===== src/rtl/sevenseg_mux.sv =====
// rtl/sevenseg_mux.sv - time-multiplexed scan driver for a multi-digit 7-segment display
module sevenseg_mux #(
    parameter int NUM_DIGITS     = 4,
    parameter int DIGIT_CYCLES   = 50000,
    parameter int BLANK_CYCLES   = 500,
    parameter bit SEL_ACTIVE_LOW = 1'b0,
    parameter bit LZ_BLANK       = 1'b1
) (
    input  logic                    in_clk,
    input  logic                    in_rst_n,
    input  logic [4*NUM_DIGITS-1:0] in_value,
    input  logic                    in_load,
    input  logic                    in_enable,
    output logic [3:0]              out_digit,
    output logic [NUM_DIGITS-1:0]   out_sel,
    output logic                    out_frame
);

    localparam int MAX_CYCLES = (DIGIT_CYCLES > BLANK_CYCLES) ? DIGIT_CYCLES : BLANK_CYCLES;
    localparam int CW = $clog2(MAX_CYCLES + 1);
    localparam int IW = $clog2(NUM_DIGITS);

    localparam logic [CW-1:0] DG_LAST  = CW'(DIGIT_CYCLES - 1);
    localparam logic [CW-1:0] BL_LAST  = CW'((BLANK_CYCLES > 0) ? BLANK_CYCLES - 1 : 0);
    localparam logic [IW-1:0] IDX_LAST = IW'(NUM_DIGITS - 1);
    localparam logic [NUM_DIGITS-1:0] SEL_IDLE = SEL_ACTIVE_LOW ? '1 : '0;
    localparam logic [NUM_DIGITS-1:0] SEL_ONE  = NUM_DIGITS'(1);

    typedef enum logic [1:0] {IDLE, BLANK, SHOW} state_t;
    localparam state_t SLOT_START = (BLANK_CYCLES > 0) ? BLANK : SHOW;

    state_t                  state_q, state_d;
    logic [CW-1:0]           cnt_q, cnt_d;
    logic [IW-1:0]           idx_q, idx_d;
    logic [4*NUM_DIGITS-1:0] pending_q, display_q, display_d;
    logic                    frame_start;
    logic [3:0]              digit_d;
    logic [NUM_DIGITS-1:0]   sel_d;
    logic                    frame_d;
    logic                    upper_nz;

    always_ff @(posedge in_clk) begin
        if (!in_rst_n) begin
            state_q   <= IDLE;
            cnt_q     <= '0;
            idx_q     <= '0;
            pending_q <= '0;
            display_q <= '0;
            out_digit <= 4'd0;
            out_sel   <= SEL_IDLE;
            out_frame <= 1'b0;
        end else begin
            state_q   <= state_d;
            cnt_q     <= cnt_d;
            idx_q     <= idx_d;
            display_q <= display_d;
            if (in_load) begin
                pending_q <= in_value;
            end
            out_digit <= digit_d;
            out_sel   <= sel_d;
            out_frame <= frame_d;
        end
    end

    always_comb begin
        state_d     = state_q;
        cnt_d       = cnt_q + CW'(1);
        idx_d       = idx_q;
        frame_start = 1'b0;
        if (!in_enable) begin
            state_d = IDLE;
            cnt_d   = '0;
            idx_d   = '0;
        end else begin
            case (state_q)
                IDLE: begin
                    frame_start = 1'b1;
                    state_d     = SLOT_START;
                    cnt_d       = '0;
                    idx_d       = '0;
                end
                BLANK: begin
                    if (cnt_q == BL_LAST) begin
                        state_d = SHOW;
                        cnt_d   = '0;
                    end
                end
                SHOW: begin
                    if (cnt_q == DG_LAST) begin
                        state_d = SLOT_START;
                        cnt_d   = '0;
                        if (idx_q == IDX_LAST) begin
                            idx_d       = '0;
                            frame_start = 1'b1;
                        end else begin
                            idx_d = idx_q + IW'(1);
                        end
                    end
                end
                default: begin
                    state_d = IDLE;
                    cnt_d   = '0;
                    idx_d   = '0;
                end
            endcase
        end
        // A load coinciding with the frame start is forwarded so it is not a frame late
        display_d = frame_start ? (in_load ? in_value : pending_q) : display_q;
    end

    always_comb begin
        upper_nz = 1'b0;
        for (int j = 0; j < NUM_DIGITS; j++) begin
            if (j >= int'(idx_d) && display_d[4*j +: 4] != 4'd0) begin
                upper_nz = 1'b1;
            end
        end
        sel_d   = '0;
        digit_d = 4'd0;
        if (state_d != IDLE) begin
            digit_d = display_d[{idx_d, 2'b00} +: 4];
        end
        if (state_d == SHOW && !(LZ_BLANK && idx_d != '0 && !upper_nz)) begin
            sel_d = SEL_ONE << idx_d;
        end
        if (SEL_ACTIVE_LOW) begin
            sel_d = ~sel_d;
        end
        frame_d = (state_d == SHOW) && (idx_d == IDX_LAST) && (cnt_d == DG_LAST);
    end

endmodule


===== config.mk =====
export PLATFORM = sky130hd
export DESIGN_NAME = sevenseg_mux
export DESIGN_NICKNAME = d
export VERILOG_FILES = /design/src/rtl/sevenseg_mux.sv
export SDC_FILE = /design/constraint.sdc
export NUM_CORES = 1
export LEC_CHECK = 0
export ABC_CLOCK_PERIOD_IN_PS = 2800
export CELL_PAD_IN_SITES_DETAIL_PLACEMENT = 1
export CELL_PAD_IN_SITES_GLOBAL_PLACEMENT = 1
export CORE_MARGIN = 2
export CORE_UTILIZATION = 32
export DETAILED_ROUTE_END_ITERATION = 12
export PLACE_DENSITY_LB_ADDON = 0.3
export SLEW_MARGIN = 10
export SYNTH_ARGS = -nofsm -noshare
export SYNTH_HDL_FRONTEND = slang
export SYNTH_SLANG_ARGS = --single-unit

===== constraint.sdc =====
create_clock -name in_clk -period 2.8 [get_ports in_clk]
set_clock_uncertainty 0.15 [all_clocks]
set_input_delay 0.56 -clock in_clk [delete_from_list [all_inputs] [get_ports in_clk]]
set_output_delay 0.56 -clock in_clk [all_outputs]
set_load 0.02 [all_outputs]

==> flow_summary_export.csv <==
group,metric,value,unit
sta,setup_viol,0,
critical_path,cp-end-kind,"flop",
critical_path,r2r_start,"cnt_q[4]$_SDFF_PN0_",
place,port_buffers,28,
sta,min_period_over_period,93.49,%
clock_tree,numCtsBuffers,9,
hold_path,hold_class,"flop to flop",
hold_path,hold_start,"pending_q[1]$_SDFF_PN0_",
clock_tree,post_cts_buffers,0,
final_layout,drive_above_1_share,12.76,%
critical_path,reg2regPathDepth,8,
place,place.gp.congestion,0.7834,
grt,grt_overflow,0,
synthesis,synth_edf_count,0,
final_layout,layout_common_cells,"nor2_1 (70), dfxtp_1 (61), clkdlybuf4s50_1 (28)",
power_and_ir_drop,vdd_ir_drop_max,221.5,uV
place,dp_hpwl,5696,um
floorplanning,rows,35,
final_layout,fin_cells,503,
final_layout,nNetsFinal,413,
synthesis,synth_cell_types,50,
floorplanning,die-area,10110,um2
sta,worst_hold_slack,345.0,ps
drt,drc,0,
sta,slew_viol_final,0,
sta,rsz0062_at_grt,"false",
drt,dr_total_vias,2585,
clock_tree,clockBufferDepth,2,
synthesis,ys_seq_area_share,40.96,%
critical_path,path_class,"flop to flop",
floorplanning,core,9153,um2
floorplanning,die_h,100.5,um
sta,fin_crit,2618,ps
synthesis,ys_warn_count,0,
final_layout,diodes,0,
synthesis,synth-async-reset-ratio,0,%
sta,tns,0,ps
drt,firstDrtPassIters,4,
critical_path,worstPathRequired,2940,ps
sta,hold_viol,0,
grt,grt_pass1_wl,12610,um
drt,wl_per_cell,14.93,um
power_and_ir_drop,power.density,538.2,nW/um2
floorplanning,start_util,32.58,%
critical_path,critPathArrivalTime,2760,ps
final_layout,syn_to_final_growth,24.51,%
drt,avgViaCountPerCell,5.139,
synthesis,synth.net_count,372,
synthesis,ys_ff_latch,61,
power_and_ir_drop,power.total,1.998,mW
status,status,"complete, no violations",
clock_tree,htree_levels,3,
critical_path,r2r_setup_slack,180,ps
drt,drtIter0Drc,109,
run,cap_violations,0,
power_and_ir_drop,leakagePower,1.368,nW
critical_path,r2r-end,"out_digit[3]$_SDFF_PN0_",
sta,tightest_slew,520.6,ps
drt,drt-total-wl,7511,um
clock_tree,cts_tree,"yes",
sta,max-slew-margin-rel,65.03,%
drt,postRouteAntennaNets,0,
floorplanning,num_io_pins,29,
synthesis,syn_area,2982,um2
sta,timing.fmax,382.0,MHz
grt,antenna_found_initial,0,
critical_path,crit_path_start_kind,"flop",
floorplanning,fp.dieW,100.5,um
grt,grt_max_degree,30,
hold_path,holdPathStages,2,
place,place_inst,487,
grt,gr-usage-all-layers,15.87,%
synthesis,syn_area_per_cell,8.617,um2
clock_tree,clock_latency,350,ps
clock_tree,clock_sinks,61,
synthesis,synth-main-ff-cell,"dfxtp_1",
synthesis,synth_cells,346,
clock_tree,cts-root-buf,"clkbuf_8",
hold_path,hold_path_end,"pending_q[1]$_SDFF_PN0_",
critical_path,cp_max_fo,29,
final_layout,layout_commonest_cell,"nor2_1",
clock_tree,clk_pin_slew,80,ps
grt,grt_pass1_vias,2581,
==> critical path, stage by stage (launching register included) <==
cell and delay, ps:
dfxtp_1 310, or3b_1 440, or3_4 410, o31ai_4 310, buf_12 210, buf_4 210
nand2_1 120, o22ai_1 220, o31a_1 160
==> cell families (layout without fill, tap and decap cells) <==
logic type               count (synthesis)  count (layout)  share of synthesized area [%]
AND/OR/NAND/NOR                        158             158                          25.56
flip-flops                              61              61                          40.96
AO/OA/AOI/OAI                           56              56                          13.89
multiplexers                            26              26                          8.980
buffers and inverters                   24              70                          3.693
XOR/XNOR                                15              15                          4.406
adder cells (fa/ha/maj)                  6               6                          2.518
==> worst max-delay path by stage <==
| stage | slack, ps | depth (start not counted) | endpoint | start |
|---|---|---|---|---|
| after floorplan | 270 | 7 | out_digit[2]$_SDFF_PN0_ | cnt_q[4]$_SDFF_PN0_ |
| after global placement | 150 | 8 | out_digit[1]$_SDFF_PN0_ | cnt_q[10]$_SDFF_PN0_ |
| after detailed placement | 90 | 8 | out_digit[2]$_SDFF_PN0_ | in_enable |
| after CTS | 150 | 8 | out_digit[2]$_SDFF_PN0_ | cnt_q[10]$_SDFF_PN0_ |
| after global routing | 7 | 10 | out_frame$_SDFF_PN0_ | cnt_q[0]$_SDFF_PN0_ |
| final | 180 | 8 | out_digit[3]$_SDFF_PN0_ | cnt_q[4]$_SDFF_PN0_ |
==> cell type report <==
cell class / count / area (um2)
clock buffer: 9 / 123.9
clock inverter: 7 / 98.84
fill: 1066 / 5440
inverter: 7 / 26.28
multi-input combinational: 261 / 1655
sequential: 61 / 1221
tap: 111 / 138.9
timing repair buffer: 47 / 447.9
==> sequential cells by signal, indices dropped and copies added, names as in the netlist <==
name       flops
out_frame      1
out_sel        4
out_digit      4
cnt_q         16
pending_q     16
display_q     16
idx_q          2
state_q        2
==> layer usage <==
layer  part of all wire, %  wire length [um]  vias up  track usage (%)
li1                      -                 -     1309                -
met2                    44              3270       34            24.52
met4                   1.6               119        0            6.112
met1                    52              3902     1230            21.70
met3                   2.9               218       12            3.398
met5                     0                 0        -                0
==> report_power, final <==
group	switching, mW	internal [mW]
Clock	0.374	0.505
Combinational	0.104	0.0934
Sequential	0.0192	0.902
Total	0.497	1.50
==> cell usage after synthesis, types with 7 or more instances <==
cell type  instances  area, um2
clkbuf_1           7      26.28
nand2_1           19      71.32
nor2b_1            7      43.79
mux2i_1           20      200.2
a21oi_1           11      55.05
nand3_1           12      60.06
inv_1              7      26.28
a211oi_1          15      112.6
nor2_1            70      262.8
nor3_1            11      55.05
nand4_1            7      43.79
dfxtp_1           61       1221
and3_1             7      43.79
xnor2_1           10      87.58
==> stage by stage <==
step	utilization [%]	area, um2	worst slack, ps
2_1_floorplan	-	2982	274.3
3_3_place_gp	38.07	3485	146.3
3_5_place_dp	38.07	3485	90.39
4_1_cts	40.51	3707	151.1
5_1_grt	40.56	3712	6.992
6_report	40.56	3712	182.2
==> timing repair <==
action                                  4_1_cts  5_1_grt
gates resized for setup                       0        1
hold buffers                                  0        0
endpoints found under the setup margin        0        4
(Power assumes the default switching activity.)
